--- src/rtl/truco_hand_sequencer_pkg.sv ---
// Shared encodings, hand-value step table and hand-resolution helper for the
// Truco hand sequencer.
package truco_pkg;

   typedef enum logic [1:0] {
      RES_NONE = 2'b00,
      RES_P1   = 2'b01,
      RES_P2   = 2'b10,
      RES_TIE  = 2'b11
   } result_t;

   typedef enum logic [1:0] {
      WIN_NONE = 2'b00,
      WIN_P1   = 2'b01,
      WIN_P2   = 2'b10
   } winner_t;

   typedef enum logic [1:0] {
      PLAY   = 2'd0,
      SETTLE = 2'd1,
      OVER   = 2'd2
   } state_t;

   typedef struct packed {
      logic    done;
      winner_t winner;
   } resolve_t;

   localparam logic [3:0] HAND_STEPS [5] = '{4'd1, 4'd3, 4'd6, 4'd9, 4'd12};

   // Next rung of the raise ladder; the top rung maps onto itself.
   function automatic logic [3:0] next_value(input logic [3:0] v);
      logic [3:0] n;
      n = HAND_STEPS[4];
      for (int i = 0; i < 4; i++)
         if (v == HAND_STEPS[i]) n = HAND_STEPS[i+1];
      return n;
   endfunction

   // p1/p2 hold won-or-tied bits per round; n is the number of rounds played.
   function automatic resolve_t resolve(input logic [2:0] p1, input logic [2:0] p2,
                                        input logic [1:0] n);
      resolve_t   r;
      logic [2:0] d1, d2, t;
      int         w1, w2;
      d1 = p1 & ~p2;
      d2 = p2 & ~p1;
      t  = p1 & p2;
      w1 = $countones(d1);
      w2 = $countones(d2);
      r.done   = 1'b0;
      r.winner = WIN_NONE;
      if (w1 == 2) begin
         r.done = 1'b1; r.winner = WIN_P1;
      end else if (w2 == 2) begin
         r.done = 1'b1; r.winner = WIN_P2;
      end else if (n >= 2'd2) begin
         if (t[0] && !t[1]) begin
            r.done = 1'b1; r.winner = d1[1] ? WIN_P1 : WIN_P2;
         end else if (!t[0] && t[1]) begin
            r.done = 1'b1; r.winner = d1[0] ? WIN_P1 : WIN_P2;
         end else if (n == 2'd3) begin
            // A split that reaches here had a tied third round: round 1 decides.
            r.done = 1'b1;
            if (t[0])
               r.winner = d1[2] ? WIN_P1 : (d2[2] ? WIN_P2 : WIN_NONE);
            else
               r.winner = d1[0] ? WIN_P1 : WIN_P2;
         end
      end
      return r;
   endfunction

endpackage

--- src/rtl/truco_hand_sequencer_if.sv ---
// Round-input / hand-result bundle between the round judge and the score memory.
interface truco_hand_sequencer_if #(parameter int SCORE_W = 4) ();
   logic               round_valid;
   logic [1:0]         round_result;
   logic               truco_req;
   logic [2:0]         P1;
   logic [2:0]         P2;
   logic [1:0]         round_idx;
   logic [3:0]         hand_value;
   logic               hand_done;
   logic [1:0]         hand_winner;
   logic [SCORE_W-1:0] score1;
   logic [SCORE_W-1:0] score2;
   logic               game_over;

   modport master (
      output round_valid, round_result, truco_req,
      input  P1, P2, round_idx, hand_value, hand_done, hand_winner,
             score1, score2, game_over
   );

   modport slave (
      input  round_valid, round_result, truco_req,
      output P1, P2, round_idx, hand_value, hand_done, hand_winner,
             score1, score2, game_over
   );
endinterface

--- src/rtl/truco_hand_sequencer_value_ctr.sv ---
// Registered hand-value raise counter walking the 1/3/6/9/12 ladder.
module truco_value_ctr
   import truco_pkg::*;
(
   input  logic       clk,
   input  logic       clr,
   input  logic       step,
   input  logic       load_one,
   output logic [3:0] value
);

   // NOTE: sequential state uses non-blocking assignments so every register
   // samples pre-edge values regardless of process ordering.
   always_ff @(posedge clk) begin
      if (clr || load_one) value <= HAND_STEPS[0];
      else if (step)       value <= next_value(value);
   end

endmodule

--- src/rtl/truco_hand_sequencer.sv ---
// Tracks the rounds of one Truco hand, resolves the winner and accumulates
// saturating match scores.
module truco_hand_sequencer
   import truco_pkg::*;
#(
   parameter int TARGET  = 12,
   parameter int SCORE_W = 4
) (
   input logic                    clk,
   input logic                    clr,
   truco_hand_sequencer_if.slave  bus
);

   localparam logic [SCORE_W-1:0] TARGET_S = SCORE_W'(TARGET);

   state_t             state, state_nxt;
   logic [2:0]         p1_q, p2_q, p1_set, p2_set;
   logic [1:0]         idx_q;
   winner_t            winner_q;
   logic [SCORE_W-1:0] s1_q, s2_q;
   logic [3:0]         value, eff_value;
   logic               accept, raise, settle, hand_done, game_over;
   resolve_t           res;

   function automatic logic [SCORE_W-1:0] sat_add(input logic [SCORE_W-1:0] s,
                                                  input logic [3:0] v);
      int sum;
      sum = int'(s) + int'(v);
      if (sum > TARGET) sum = TARGET;
      return SCORE_W'(sum);
   endfunction

   assign accept    = (state == PLAY) && bus.round_valid && (bus.round_result != RES_NONE);
   assign raise     = (state == PLAY) && bus.truco_req;
   // A raise in the same cycle as the deciding round scores at the raised value.
   assign eff_value = raise ? next_value(value) : value;
   assign p1_set    = p1_q | (3'(bus.round_result[0]) << idx_q);
   assign p2_set    = p2_q | (3'(bus.round_result[1]) << idx_q);
   assign res       = resolve(p1_set, p2_set, idx_q + 2'd1);

   truco_value_ctr u_value_ctr (
      .clk      (clk),
      .clr      (clr),
      .step     (raise),
      .load_one (settle),
      .value    (value)
   );

   always_ff @(posedge clk) begin
      if (clr) state <= PLAY;
      else     state <= state_nxt;
   end

   // NOTE: combinational outputs get a default before any branch so no
   // path leaves them unassigned and infers a latch.
   always_comb begin
      state_nxt = state;
      case (state)
         PLAY:    if (accept && res.done) state_nxt = SETTLE;
         SETTLE:  state_nxt = (s1_q == TARGET_S || s2_q == TARGET_S) ? OVER : PLAY;
         OVER:    state_nxt = OVER;
         default: state_nxt = PLAY;
      endcase
   end

   always_comb begin
      hand_done = 1'b0;
      game_over = 1'b0;
      settle    = 1'b0;
      case (state)
         SETTLE:  begin hand_done = 1'b1; settle = 1'b1; end
         OVER:    game_over = 1'b1;
         default: ;
      endcase
   end

   always_ff @(posedge clk) begin
      if (clr) begin
         p1_q     <= '0;
         p2_q     <= '0;
         idx_q    <= '0;
         winner_q <= WIN_NONE;
         s1_q     <= '0;
         s2_q     <= '0;
      end else if (accept) begin
         p1_q  <= p1_set;
         p2_q  <= p2_set;
         idx_q <= (idx_q == 2'd2) ? 2'd2 : idx_q + 2'd1;
         if (res.done) begin
            winner_q <= res.winner;
            if (res.winner == WIN_P1) s1_q <= sat_add(s1_q, eff_value);
            if (res.winner == WIN_P2) s2_q <= sat_add(s2_q, eff_value);
         end
      end else if (settle) begin
         p1_q     <= '0;
         p2_q     <= '0;
         idx_q    <= '0;
         winner_q <= WIN_NONE;
      end
   end

   assign bus.P1          = p1_q;
   assign bus.P2          = p2_q;
   assign bus.round_idx   = idx_q;
   assign bus.hand_value  = value;
   assign bus.hand_done   = hand_done;
   assign bus.hand_winner = winner_q;
   assign bus.score1      = s1_q;
   assign bus.score2      = s2_q;
   assign bus.game_over   = game_over;

endmodule

--- src/flat_wrapper.sv ---
// flat-port wrapper written by rule: the top's interface ports become plain ports
module truco_hand_sequencer_flat import truco_pkg::*;
#(
   parameter int TARGET  = 12,
   parameter int SCORE_W = 4
)
  (clk, clr, bus_round_valid, bus_round_result, bus_truco_req, bus_P1, bus_P2, bus_round_idx, bus_hand_value, bus_hand_done, bus_hand_winner, bus_score1, bus_score2, bus_game_over);
  truco_hand_sequencer_if #(.SCORE_W(SCORE_W)) bus_i ();
  input logic clk;
  input logic clr;
  input wire logic [$bits(bus_i.round_valid)-1:0] bus_round_valid;
  input wire logic [$bits(bus_i.round_result)-1:0] bus_round_result;
  input wire logic [$bits(bus_i.truco_req)-1:0] bus_truco_req;
  output wire logic [$bits(bus_i.P1)-1:0] bus_P1;
  output wire logic [$bits(bus_i.P2)-1:0] bus_P2;
  output wire logic [$bits(bus_i.round_idx)-1:0] bus_round_idx;
  output wire logic [$bits(bus_i.hand_value)-1:0] bus_hand_value;
  output wire logic [$bits(bus_i.hand_done)-1:0] bus_hand_done;
  output wire logic [$bits(bus_i.hand_winner)-1:0] bus_hand_winner;
  output wire logic [$bits(bus_i.score1)-1:0] bus_score1;
  output wire logic [$bits(bus_i.score2)-1:0] bus_score2;
  output wire logic [$bits(bus_i.game_over)-1:0] bus_game_over;
  assign bus_i.round_valid = bus_round_valid;
  assign bus_i.round_result = bus_round_result;
  assign bus_i.truco_req = bus_truco_req;
  assign bus_P1 = bus_i.P1;
  assign bus_P2 = bus_i.P2;
  assign bus_round_idx = bus_i.round_idx;
  assign bus_hand_value = bus_i.hand_value;
  assign bus_hand_done = bus_i.hand_done;
  assign bus_hand_winner = bus_i.hand_winner;
  assign bus_score1 = bus_i.score1;
  assign bus_score2 = bus_i.score2;
  assign bus_game_over = bus_i.game_over;
  truco_hand_sequencer #(.TARGET(TARGET), .SCORE_W(SCORE_W)) u_core (.clk(clk), .clr(clr), .bus(bus_i));
endmodule
--- config.mk ---
export PLATFORM = sky130hd
export DESIGN_NAME = truco_hand_sequencer_flat
export DESIGN_NICKNAME = d
export VERILOG_FILES = /design/src/rtl/truco_hand_sequencer_pkg.sv /design/src/rtl/truco_hand_sequencer_if.sv /design/src/rtl/truco_hand_sequencer_value_ctr.sv /design/src/rtl/truco_hand_sequencer.sv /design/src/flat_wrapper.sv
export SDC_FILE = /design/constraint.sdc
export NUM_CORES = 1
export LEC_CHECK = 0
export BUFFER_PORTS_ARGS = -buffer_cell sky130_fd_sc_hd__buf_4
export CELL_PAD_IN_SITES_DETAIL_PLACEMENT = 0
export CELL_PAD_IN_SITES_GLOBAL_PLACEMENT = 2
export CORE_UTILIZATION = 35
export DETAILED_ROUTE_END_ITERATION = 16
export PLACE_DENSITY = 0.89
export SLEW_MARGIN = 25
export SYNTH_ARGS = -nofsm -noshare
export SYNTH_HDL_FRONTEND = slang
export SYNTH_SLANG_ARGS = --single-unit
--- constraint.sdc ---
create_clock -name clk -period 5.7 [get_ports clk]
set_input_delay 1.14 -clock clk [delete_from_list [all_inputs] [get_ports clk]]
set_output_delay 1.14 -clock clk [all_outputs]
set_load 0.1 [all_outputs]
==> impl_metrics.env, run 1 <==
export IMPL_antenna_cells=0
export IMPL_antenna_found_initial=0
export IMPL_grt_pass1_wl_um=6690
export IMPL_fmax_mhz=271
export IMPL_synth_most_common_cell="dfxtp_1"
export IMPL_ios=30
export IMPL_cpMaxStageDelayCell="or3b_1"
export IMPL_vias=1501
export IMPL_p_per_area_nw_per_um2=258
export IMPL_synth_common_cells="dfxtp_1 (24), ha_1 (16), inv_1 (16)"
export IMPL_required_ns=5.86
export IMPL_root_buffer="clkbuf_8"
export IMPL_cts_buffer_depth=2
export IMPL_grtUsageTotal=0.163
export IMPL_worst_hold_slack_ns=0.498
export IMPL_synth_compound_area_frac=0.198
export IMPL_cts_sinks=24
export IMPL_hold_end="u_core.bus.hand_winner[0]$_SDFFE_PP0P_"
export IMPL_worstPathArrival_ns=3.84
export IMPL_power_leakage_nw=0.984
export IMPL_finClkSkew_ns=0.00933
export IMPL_cts_buffers=3
export IMPL_firstDrtPassIters=4
export IMPL_hold_start="u_core.bus.hand_winner[0]$_SDFFE_PP0P_"
export IMPL_cts_max_level=1
export IMPL_syn2layout_area_growth_pct=19.1
export IMPL_status="complete, no violations"
export IMPL_via_per_inst=4.99
export IMPL_critPathMaxStageDelay_ns=0.41
export IMPL_r2r_end="u_core.bus.score1[0]$_SDFFE_PP0P_"
export IMPL_port_buffers=29
export IMPL_synthFlopType="dfxtp_1"
export IMPL_nFillCells=519
export IMPL_muxShareOfSynthArea=0.0566
export IMPL_synth_cells=206
export IMPL_layout_drive_gt1_share=0.209
export IMPL_hold_buffers=0
export IMPL_cts_resized=0
export IMPL_postRouteAntennaNets=0
export IMPL_dieArea_um2=5410
export IMPL_syn_num_nets=232
export IMPL_drt_total_wl_um=4050
export IMPL_netlist_area_leader_share=0.268
export IMPL_grt_max_degree=18
export IMPL_dr_first_iter_drc_count=81
export IMPL_max_cap_violations=0
export IMPL_finalSetupTns_ns=0
export IMPL_worstSetupPathType="in2reg"
export IMPL_syn_area_um2=1790
export IMPL_tightest_slew_ns=0.474
export IMPL_worst_slack_ns=2.02
export IMPL_report_final_slew_viol_count=0
export IMPL_insertion_delay_ns=0.27
export IMPL_drc=0
export IMPL_worst_setup_path_start_kind="input pin"
export IMPL_gp_congestion=0.771
export IMPL_async_flop_share=0
export IMPL_avgSynthCellArea_um2=8.69
export IMPL_final_period_utilization=0.646
export IMPL_synth_top_area_cell="dfxtp_1"
export IMPL_r2r_start="u_core.bus.round_idx[1]$_SDFFE_PP0P_"
export IMPL_std_cell_rows=25
export IMPL_reg2reg_depth=12
export IMPL_timing_slew_headroom=0.676
export IMPL_cts_setup_buffers=0
export IMPL_preCtsSetupSlack_ns=1.74
export IMPL_die_h_um=73.5
export IMPL_path_max_fanout=7
export IMPL_worst_path_buf_inv=2
export IMPL_grt_overflow=0
export IMPL_hold_viol=0
export IMPL_cpMostUsedCell="ha_1"
export IMPL_ff2ff_setup_slack_ns=2.38
export IMPL_cp_depth=14
export IMPL_crit_chain="buf_4 -> nor3b_1 -> or2_2 -> nand2_1 -> inv_1 -> ha_1 -> ha_1 -> ha_1 -> or3b_1 -> nand2_1 -> o21ai_1 -> o21ba_2 -> nand2_4 -> mux2_4"
export IMPL_dp_hpwl_um=3250
export IMPL_post_drt_wl_per_cell_um=13.4
export IMPL_synth_cell_types=51
export IMPL_final_nets=261
export IMPL_synth_top_family_by_area="simple AND/OR/NAND/NOR gates"
export IMPL_clk_pin_slew_ns=0.08
export IMPL_multi_input_area_um2=1220
export IMPL_synth_edf_count=0
export IMPL_critPathTopFamily="simple AND/OR/NAND/NOR gates"
export IMPL_finalCriticalPeriod_ns=3.68
export IMPL_ys_top_cells_by_area="dfxtp_1 (27%), ha_1 (11%), fa_1 (4.5%)"
export IMPL_worstSetupEndpointType="register"
export IMPL_yosysWarnings=0
export IMPL_seq_area_frac_synth=0.268
export IMPL_min_path_cells=2
export IMPL_synth_xor_area_frac=0.0245
export IMPL_coreArea_um2=4820
export IMPL_synth_seq_cells=24
export IMPL_hold_class="reg2reg"
export IMPL_synth_fa_ha_area_frac=0.157
export IMPL_yosys_area_share_simple=0.244
export IMPL_final_setup_viol_count=0
export IMPL_max_vdd_ir_drop_mv=0.121
export IMPL_grt_setup_unrepaired="false"
export IMPL_grt_pass1_vias=1380
export IMPL_tritoncts="built"
export IMPL_start_util=0.372
export IMPL_die_width_um=73.5
export IMPL_ff_latch_area_um2=480
==> worst min-delay path, cell delays in order, from the launching register on <==
cell and delay, ns:
dfxtp_1 0.32, nand3b_1 0.08, a21oi_1 0.06
==> per-layer routing <==
layer  up-vias  track usage  wire, um  share of wire
met2        27        0.235      1660           0.41
met4         0       0.0406        56          0.014
met5         -            0         0              0
met1       684        0.247      2170           0.54
li1        786            -         -              -
met3         4       0.0302       157          0.039
==> registers in the layout, summed over array words and instances, names as in the netlist <==
| register | count |
|---|---|
| u_core.bus.P1 | 3 |
| u_core.bus.score2 | 4 |
| u_core.bus.hand_winner | 2 |
| u_core.bus.P2 | 3 |
| u_core.u_value_ctr.value | 4 |
| u_core.state | 2 |
| u_core.bus.round_idx | 2 |
| u_core.bus.score1 | 4 |
==> layout by cell type, fill, tap and decap left out, types with 3 or more instances in the layout <==
cell        n
mux2_4      4
nand2b_1    7
dfxtp_1    24
o21ai_1     5
a21o_1      3
buf_4      29
o21ai_0     9
nor2_1     15
nand4b_1    3
ha_1       16
inv_1      16
nor3_1      5
a2111oi_0   4
or2_2       3
fa_1        4
mux2i_1     3
and2_1      4
xnor2_1     5
nor2b_1     6
nand2_1    13
clkbuf_8    3
nor3b_1     3
a21oi_1    11
nand3b_1    3
==> stage by stage <==
stage,cells,power (mW),area [um2],util
floorplan,206,0.362,1790,-
finish,301,0.551,2130,0.443
global route,301,0.587,2130,0.443
global placement,297,0.407,2060,0.428
detailed placement,297,0.407,2060,0.428
CTS,301,0.558,2130,0.443
==> worst max path at each step <==
stage | slack [ns] | start | end
6_report | 2.02 | bus_round_result[1] | u_core.bus.score1[0]$_SDFFE_PP0P_
4_1_cts | 2.01 | bus_round_result[1] | u_core.bus.score1[0]$_SDFFE_PP0P_
3_5_place_dp | 1.74 | bus_round_result[1] | u_core.bus.score1[0]$_SDFFE_PP0P_
3_3_place_gp | 1.78 | bus_round_result[1] | u_core.bus.score1[1]$_SDFFE_PP0P_
2_1_floorplan | 1.90 | u_core.bus.round_idx[1]$_SDFFE_PP0P_ | u_core.bus.score1[0]$_SDFFE_PP0P_
5_1_grt | 1.86 | bus_round_result[1] | u_core.bus.score1[1]$_SDFFE_PP0P_
==> area by class of cell <==
class	instances	area share
clock buffer	3	0.0194
clock inverter	1	0.0141
inverter	17	0.0299
multi-input combinational	160	0.570
sequential	24	0.225
tap	67	0.0393
timing repair buffer	29	0.102
==> where the power goes <==
group          leakage (nW)  total [mW]  internal, mW  switching (mW)
clock                0.0357       0.149        0.0939          0.0547
combinational         0.753       0.210        0.0659           0.144
sequential            0.195       0.193         0.177          0.0157
total                 0.984       0.551         0.337           0.215
==> kinds of logic (layout without fill, tap and decap cells) <==
group	after synthesis	after routing
xor gates and xnor gates	5	5
buffers and inverters	22	50
adders and majority gates	20	20
DFF	24	24
and+or+nand+nor	76	76
muxes	8	8
AOI/OAI and AO/OA	51	51
Power figures use the tool's default switching activity.
==> run 2, diff against run 1 <==
- ABC_AREA: unset -> 1
- CORE_UTILIZATION: 35 -> 28
- PLACE_DENSITY: 0.89 -> 0.82
- clock period: 5.7 -> 3 ns (I/O delays scaled with it)
==> impl_metrics.env, run 2 <==
export IMPL_ff2ff_setup_slack_ns=0.31
export IMPL_cts_max_level=1
export IMPL_max_cap_violations=0
export IMPL_preCtsSetupSlack_ns=0.0581
export IMPL_highest_layer="met4"
export IMPL_final_period_utilization=0.895
export IMPL_synthFlopType="dfxtp_1"
export IMPL_hold_viol=0
export IMPL_synth_cell_types=31
export IMPL_synth_seq_cells=24
export IMPL_syn_num_nets=264
export IMPL_port_buffers=29
export IMPL_drt_total_wl_um=4220
export IMPL_syn_area_um2=1710
export IMPL_std_cell_rows=28
export IMPL_synth_most_common_cell="inv_1"
export IMPL_tightest_slew_ns=0.697
export IMPL_ff_latch_area_um2=490
export IMPL_max_vdd_ir_drop_mv=0.269
export IMPL_grtUsageTotal=0.139
export IMPL_reg2reg_depth=13
export IMPL_tritoncts="built"
export IMPL_worstPathArrival_ns=2.86
export IMPL_worst_hold_slack_ns=0.494
export IMPL_worstSetupEndpointType="register"
export IMPL_clk_pin_slew_ns=0.09
export IMPL_grt_pass1_wl_um=6940
export IMPL_dp_hpwl_um=3330
export IMPL_power_leakage_nw=1.09
export IMPL_firstDrtPassIters=4
export IMPL_required_ns=3.17
export IMPL_postRouteAntennaNets=0
export IMPL_die_h_um=80.2
export IMPL_min_path_cells=2
export IMPL_worst_slack_ns=0.314
export IMPL_worst_setup_path_start_kind="register"
export IMPL_synth_cells=238
export IMPL_path_max_fanout=9
export IMPL_finalCriticalPeriod_ns=2.69
export IMPL_dieArea_um2=6430
export IMPL_grt_overflow=0
export IMPL_die_width_um=80.2
export IMPL_multi_input_area_um2=1050
export IMPL_gp_congestion=0.772
export IMPL_insertion_delay_ns=0.27
export IMPL_netlist_area_leader_share=0.281
export IMPL_synth_top_area_cell="dfxtp_1"
export IMPL_status="complete, no violations"
export IMPL_met2_length_um=1880
export IMPL_coreArea_um2=5920
export IMPL_final_setup_viol_count=0
export IMPL_vias=1584
export IMPL_antenna_found_initial=0
export IMPL_finClkSkew_ns=0.00424
export IMPL_drc=0
export IMPL_ys_top_cells_by_area="dfxtp_1 (28%), ha_1 (12%), inv_1 (8.3%)"
export IMPL_hold_buffers=0
export IMPL_grt_pass1_vias=1476
export IMPL_finalPower_mw=1.18
export IMPL_synth_common_cells="inv_1 (38), nand2_1 (37), nor2_1 (29)"
export IMPL_fmax_mhz=372
export IMPL_avgSynthCellArea_um2=7.19
export IMPL_layout_drive_gt1_share=0.223
export IMPL_synth_edf_count=0
export IMPL_cts_buffers=3
export IMPL_fin_util=0.355
export IMPL_placed_cells=340
export IMPL_fin_area_um2=2100
export IMPL_wl_met1_um=2200
export IMPL_finalSetupTns_ns=0
export IMPL_syn2layout_area_growth_pct=22.7
export IMPL_antenna_cells=0
export IMPL_root_buffer="clkbuf_8"
export IMPL_ios=30
export IMPL_cts_buffer_depth=2
export IMPL_layout_commonest_cell="inv_1"
export IMPL_cts_resized=0
export IMPL_final_cell_mix="inv_1 (38), nand2_1 (37), buf_4 (30)"
export IMPL_cts_sinks=24
export IMPL_via_per_inst=4.60
export IMPL_met3_length_um=115
export IMPL_grt_max_degree=20
export IMPL_final_cells=344
export IMPL_worstSetupPathType="reg2reg"
export IMPL_p_per_area_nw_per_um2=562
export IMPL_nFillCells=653
export IMPL_dr_first_iter_drc_count=76
export IMPL_timing_slew_headroom=0.531
export IMPL_yosysWarnings=0
export IMPL_post_drt_wl_per_cell_um=12.3
export IMPL_cts_setup_buffers=0
export IMPL_dpl_cell_area_um2=2030
export IMPL_final_nets=296
export IMPL_async_flop_share=0
export IMPL_hold_class="reg2reg"
export IMPL_start_util=0.289
export IMPL_seq_area_frac_synth=0.281
export IMPL_report_final_slew_viol_count=0
export IMPL_grt_setup_unrepaired="false"
==> run 2: cell types whose count changed after synthesis, moves of 7 or more <==
cell and delta:
nand2b_1 -7, nand2_1 +24, inv_1 +22, nand2_2 +7, nand3_1 +26, nor2_1 +14
==> run 2: critical path, cell delays in order (launching register included) <==
cell and delay [ns]:
dfxtp_2 0.36, inv_2 0.10, nand3_1 0.11, nand2_2 0.14, inv_1 0.09, nor2_1 0.21
ha_1 0.28, ha_1 0.19, ha_1 0.17, or3b_2 0.54, nand2_2 0.21, nand3_1 0.09
nand2_1 0.07, nor2_1 0.04
==> run 2: final cells by class <==
cell class	count	share of cell area
Timing Repair Buffer	30	0.107
Tap cell	75	0.0447
Clock inverter	1	0.0143
Inverter	44	0.0787
Sequential cell	24	0.234
Multi-Input combinational cell	167	0.502
Clock buffer	3	0.0197
==> run 2: cell families (layout without fill, tap and decap cells) <==
group	Yosys count	in the layout	share of synthesized area
buffers and inverters	47	78	0.104
flip-flops	24	24	0.281
adder cells (fa/ha/maj)	20	20	0.164
XOR/XNOR	4	4	0.0205
AO/OA/AOI/OAI	30	30	0.115
AND/OR/NAND/NOR	113	113	0.317
==> run 2: per-layer routing <==
metal | global-route usage | up-vias
met5 | 0 | -
met4 | 0.0268 | 0
met3 | 0.0136 | 4
met2 | 0.230 | 25
met1 | 0.195 | 718
li1 | - | 837
==> run 2: worst paths after layout <==
path                                          startpoint                                endpoint
hold / removal    u_core.bus.hand_winner[1]$_SDFFE_PP0P_  u_core.bus.hand_winner[1]$_SDFFE_PP0P_
setup / recovery    u_core.bus.round_idx[0]$_SDFFE_PP0P_       u_core.bus.score1[0]$_SDFFE_PP0P_
hold reg to reg   u_core.bus.hand_winner[1]$_SDFFE_PP0P_  u_core.bus.hand_winner[1]$_SDFFE_PP0P_
setup reg to reg    u_core.bus.round_idx[0]$_SDFFE_PP0P_       u_core.bus.score1[0]$_SDFFE_PP0P_
==> run 2: power breakdown <==
group | total, mW | leakage [nW] | internal [mW] | switching [mW]
clock | 0.293 | 0.0357 | 0.179 | 0.114
sequential | 0.368 | 0.198 | 0.345 | 0.0230
combinational | 0.518 | 0.860 | 0.143 | 0.376
total | 1.18 | 1.09 | 0.666 | 0.513
==> run 3, diff against run 2 <==
- CELL_PAD_IN_SITES_GLOBAL_PLACEMENT: 2 -> 1
- CORE_UTILIZATION: 28 -> 35
- PLACE_DENSITY: 0.82 -> 0.81
==> impl_metrics.env, run 3 (synthesis gave the netlist of run 2 again) <==
export IMPL_status="complete, no violations"
export IMPL_power_leakage_nw=1.10
export IMPL_gp_congestion=0.778
export IMPL_drt_total_wl_um=3790
export IMPL_std_cell_rows=25
export IMPL_syn2layout_area_growth_pct=22.5
export IMPL_critPathMaxStageDelay_ns=0.54
export IMPL_timing_slew_headroom=0.416
export IMPL_grt_pass1_vias=1398
export IMPL_post_drt_wl_per_cell_um=11.2
export IMPL_grt_overflow=0
export IMPL_antenna_cells=0
export IMPL_cpMaxStageDelayCell="or3b_2"
export IMPL_critPathTopFamily="simple AND/OR/NAND/NOR gates"
export IMPL_fmax_mhz=372
export IMPL_final_nets=297
export IMPL_tritoncts="built"
export IMPL_layout_commonest_cell="inv_1"
export IMPL_ios=30
export IMPL_final_setup_viol_count=0
export IMPL_final_cell_mix="inv_1 (38), nand2_1 (37), buf_4 (31)"
export IMPL_die_width_um=71.9
export IMPL_cts_buffer_depth=2
export IMPL_cts_sinks=24
export IMPL_grt_pass1_wl_um=6330
export IMPL_crit_chain="inv_2 -> nand3_1 -> nand2_2 -> inv_1 -> nor2_1 -> ha_1 -> ha_1 -> ha_1 -> or3b_2 -> nand2_2 -> nand3_1 -> nand2_1 -> nor2_1"
export IMPL_vias=1567
export IMPL_via_per_inst=4.65
export IMPL_grtUsageTotal=0.154
export IMPL_grt_max_degree=17
export IMPL_cts_setup_buffers=0
export IMPL_clk_pin_slew_ns=0.10
export IMPL_nFillCells=499
export IMPL_cts_buffers=3
export IMPL_required_ns=3.17
export IMPL_max_cap_violations=0
export IMPL_final_cells=337
export IMPL_dieArea_um2=5170
export IMPL_hold_buffers=0
export IMPL_port_buffers=29
export IMPL_preCtsSetupSlack_ns=0.0685
export IMPL_start_util=0.362
export IMPL_placed_cells=333
export IMPL_drc=0
export IMPL_layout_drive_gt1_share=0.226
export IMPL_root_buffer="clkbuf_8"
export IMPL_p_per_area_nw_per_um2=561
export IMPL_dp_hpwl_um=3010
export IMPL_grt_setup_unrepaired="false"
export IMPL_finClkSkew_ns=0.00761
export IMPL_worst_path_buf_inv=2
export IMPL_finalCriticalPeriod_ns=2.69
export IMPL_max_vdd_ir_drop_mv=0.268
export IMPL_insertion_delay_ns=0.27
export IMPL_worstSetupPathType="reg2reg"
export IMPL_coreArea_um2=4720
export IMPL_fin_area_um2=2100
export IMPL_worstPathArrival_ns=2.86
export IMPL_cpMostUsedCell="ha_1"
export IMPL_cts_max_level=1
export IMPL_final_period_utilization=0.896
export IMPL_worst_setup_path_start_kind="register"
export IMPL_dr_first_iter_drc_count=71
export IMPL_cts_resized=0
export IMPL_fin_util=0.444
export IMPL_path_max_fanout=9
export IMPL_finalSetupTns_ns=0
export IMPL_worst_slack_ns=0.312
export IMPL_worst_hold_slack_ns=0.491
export IMPL_dpl_cell_area_um2=2030
export IMPL_firstDrtPassIters=4
export IMPL_worstSetupEndpointType="register"
export IMPL_hold_class="reg2reg"
export IMPL_tightest_slew_ns=0.869
export IMPL_finalPower_mw=1.18
export IMPL_antenna_found_initial=0
export IMPL_postRouteAntennaNets=0
export IMPL_hold_viol=0
export IMPL_report_final_slew_viol_count=0
export IMPL_die_h_um=71.9
[run 3: final timing paths]
kind | start | cells after the start | slack, ns | endpoint
worst max-delay path | u_core.bus.round_idx[0]$_SDFFE_PP0P_ | 13 | 0.31 | u_core.bus.score1[2]$_SDFFE_PP0P_
worst min-delay path | u_core.bus.hand_winner[1]$_SDFFE_PP0P_ | 2 | 0.49 | u_core.bus.hand_winner[1]$_SDFFE_PP0P_
worst max register to register | u_core.bus.round_idx[0]$_SDFFE_PP0P_ | 13 | 0.31 | u_core.bus.score1[2]$_SDFFE_PP0P_
worst min register to register | u_core.bus.hand_winner[1]$_SDFFE_PP0P_ | 2 | 0.49 | u_core.bus.hand_winner[1]$_SDFFE_PP0P_
[run 3: worst reg2reg max path, stage by stage (launching register included)]
cell and delay (ns):
dfxtp_2 0.36, inv_2 0.10, nand3_1 0.11, nand2_2 0.14, inv_1 0.09, nor2_1 0.19
ha_1 0.27, ha_1 0.18, ha_1 0.17, or3b_2 0.54, nand2_2 0.20, nand3_1 0.09
nand2_1 0.10, nor2_1 0.05
[run 3: cell type report]
class,instances,area [um2],area share
clock inverters,1,30.0,0.0143
flip-flops and latches,24,490,0.234
repair buffers,31,233,0.111
well taps,67,83.8,0.0400
inverters,44,165,0.0788
clock buffers,3,41.3,0.0197
multi-input cells,167,1050,0.502
[run 3: metal layers]
| layer | vias to the layer above | wire (um) | GRT usage |
|---|---|---|---|
| met1 | 710 | 1910 | 0.215 |
| met3 | 4 | 69 | 0.0222 |
| met5 | - | 0 | 0 |
| li1 | 837 | - | - |
| met4 | 0 | 41 | 0.0414 |
| met2 | 16 | 1770 | 0.249 |
[run 3: report_power, final]
group          internal [mW]  total, mW  switching (mW)
Clock                  0.179      0.292           0.114
Combinational          0.145      0.518           0.373
Sequential             0.345      0.366          0.0216
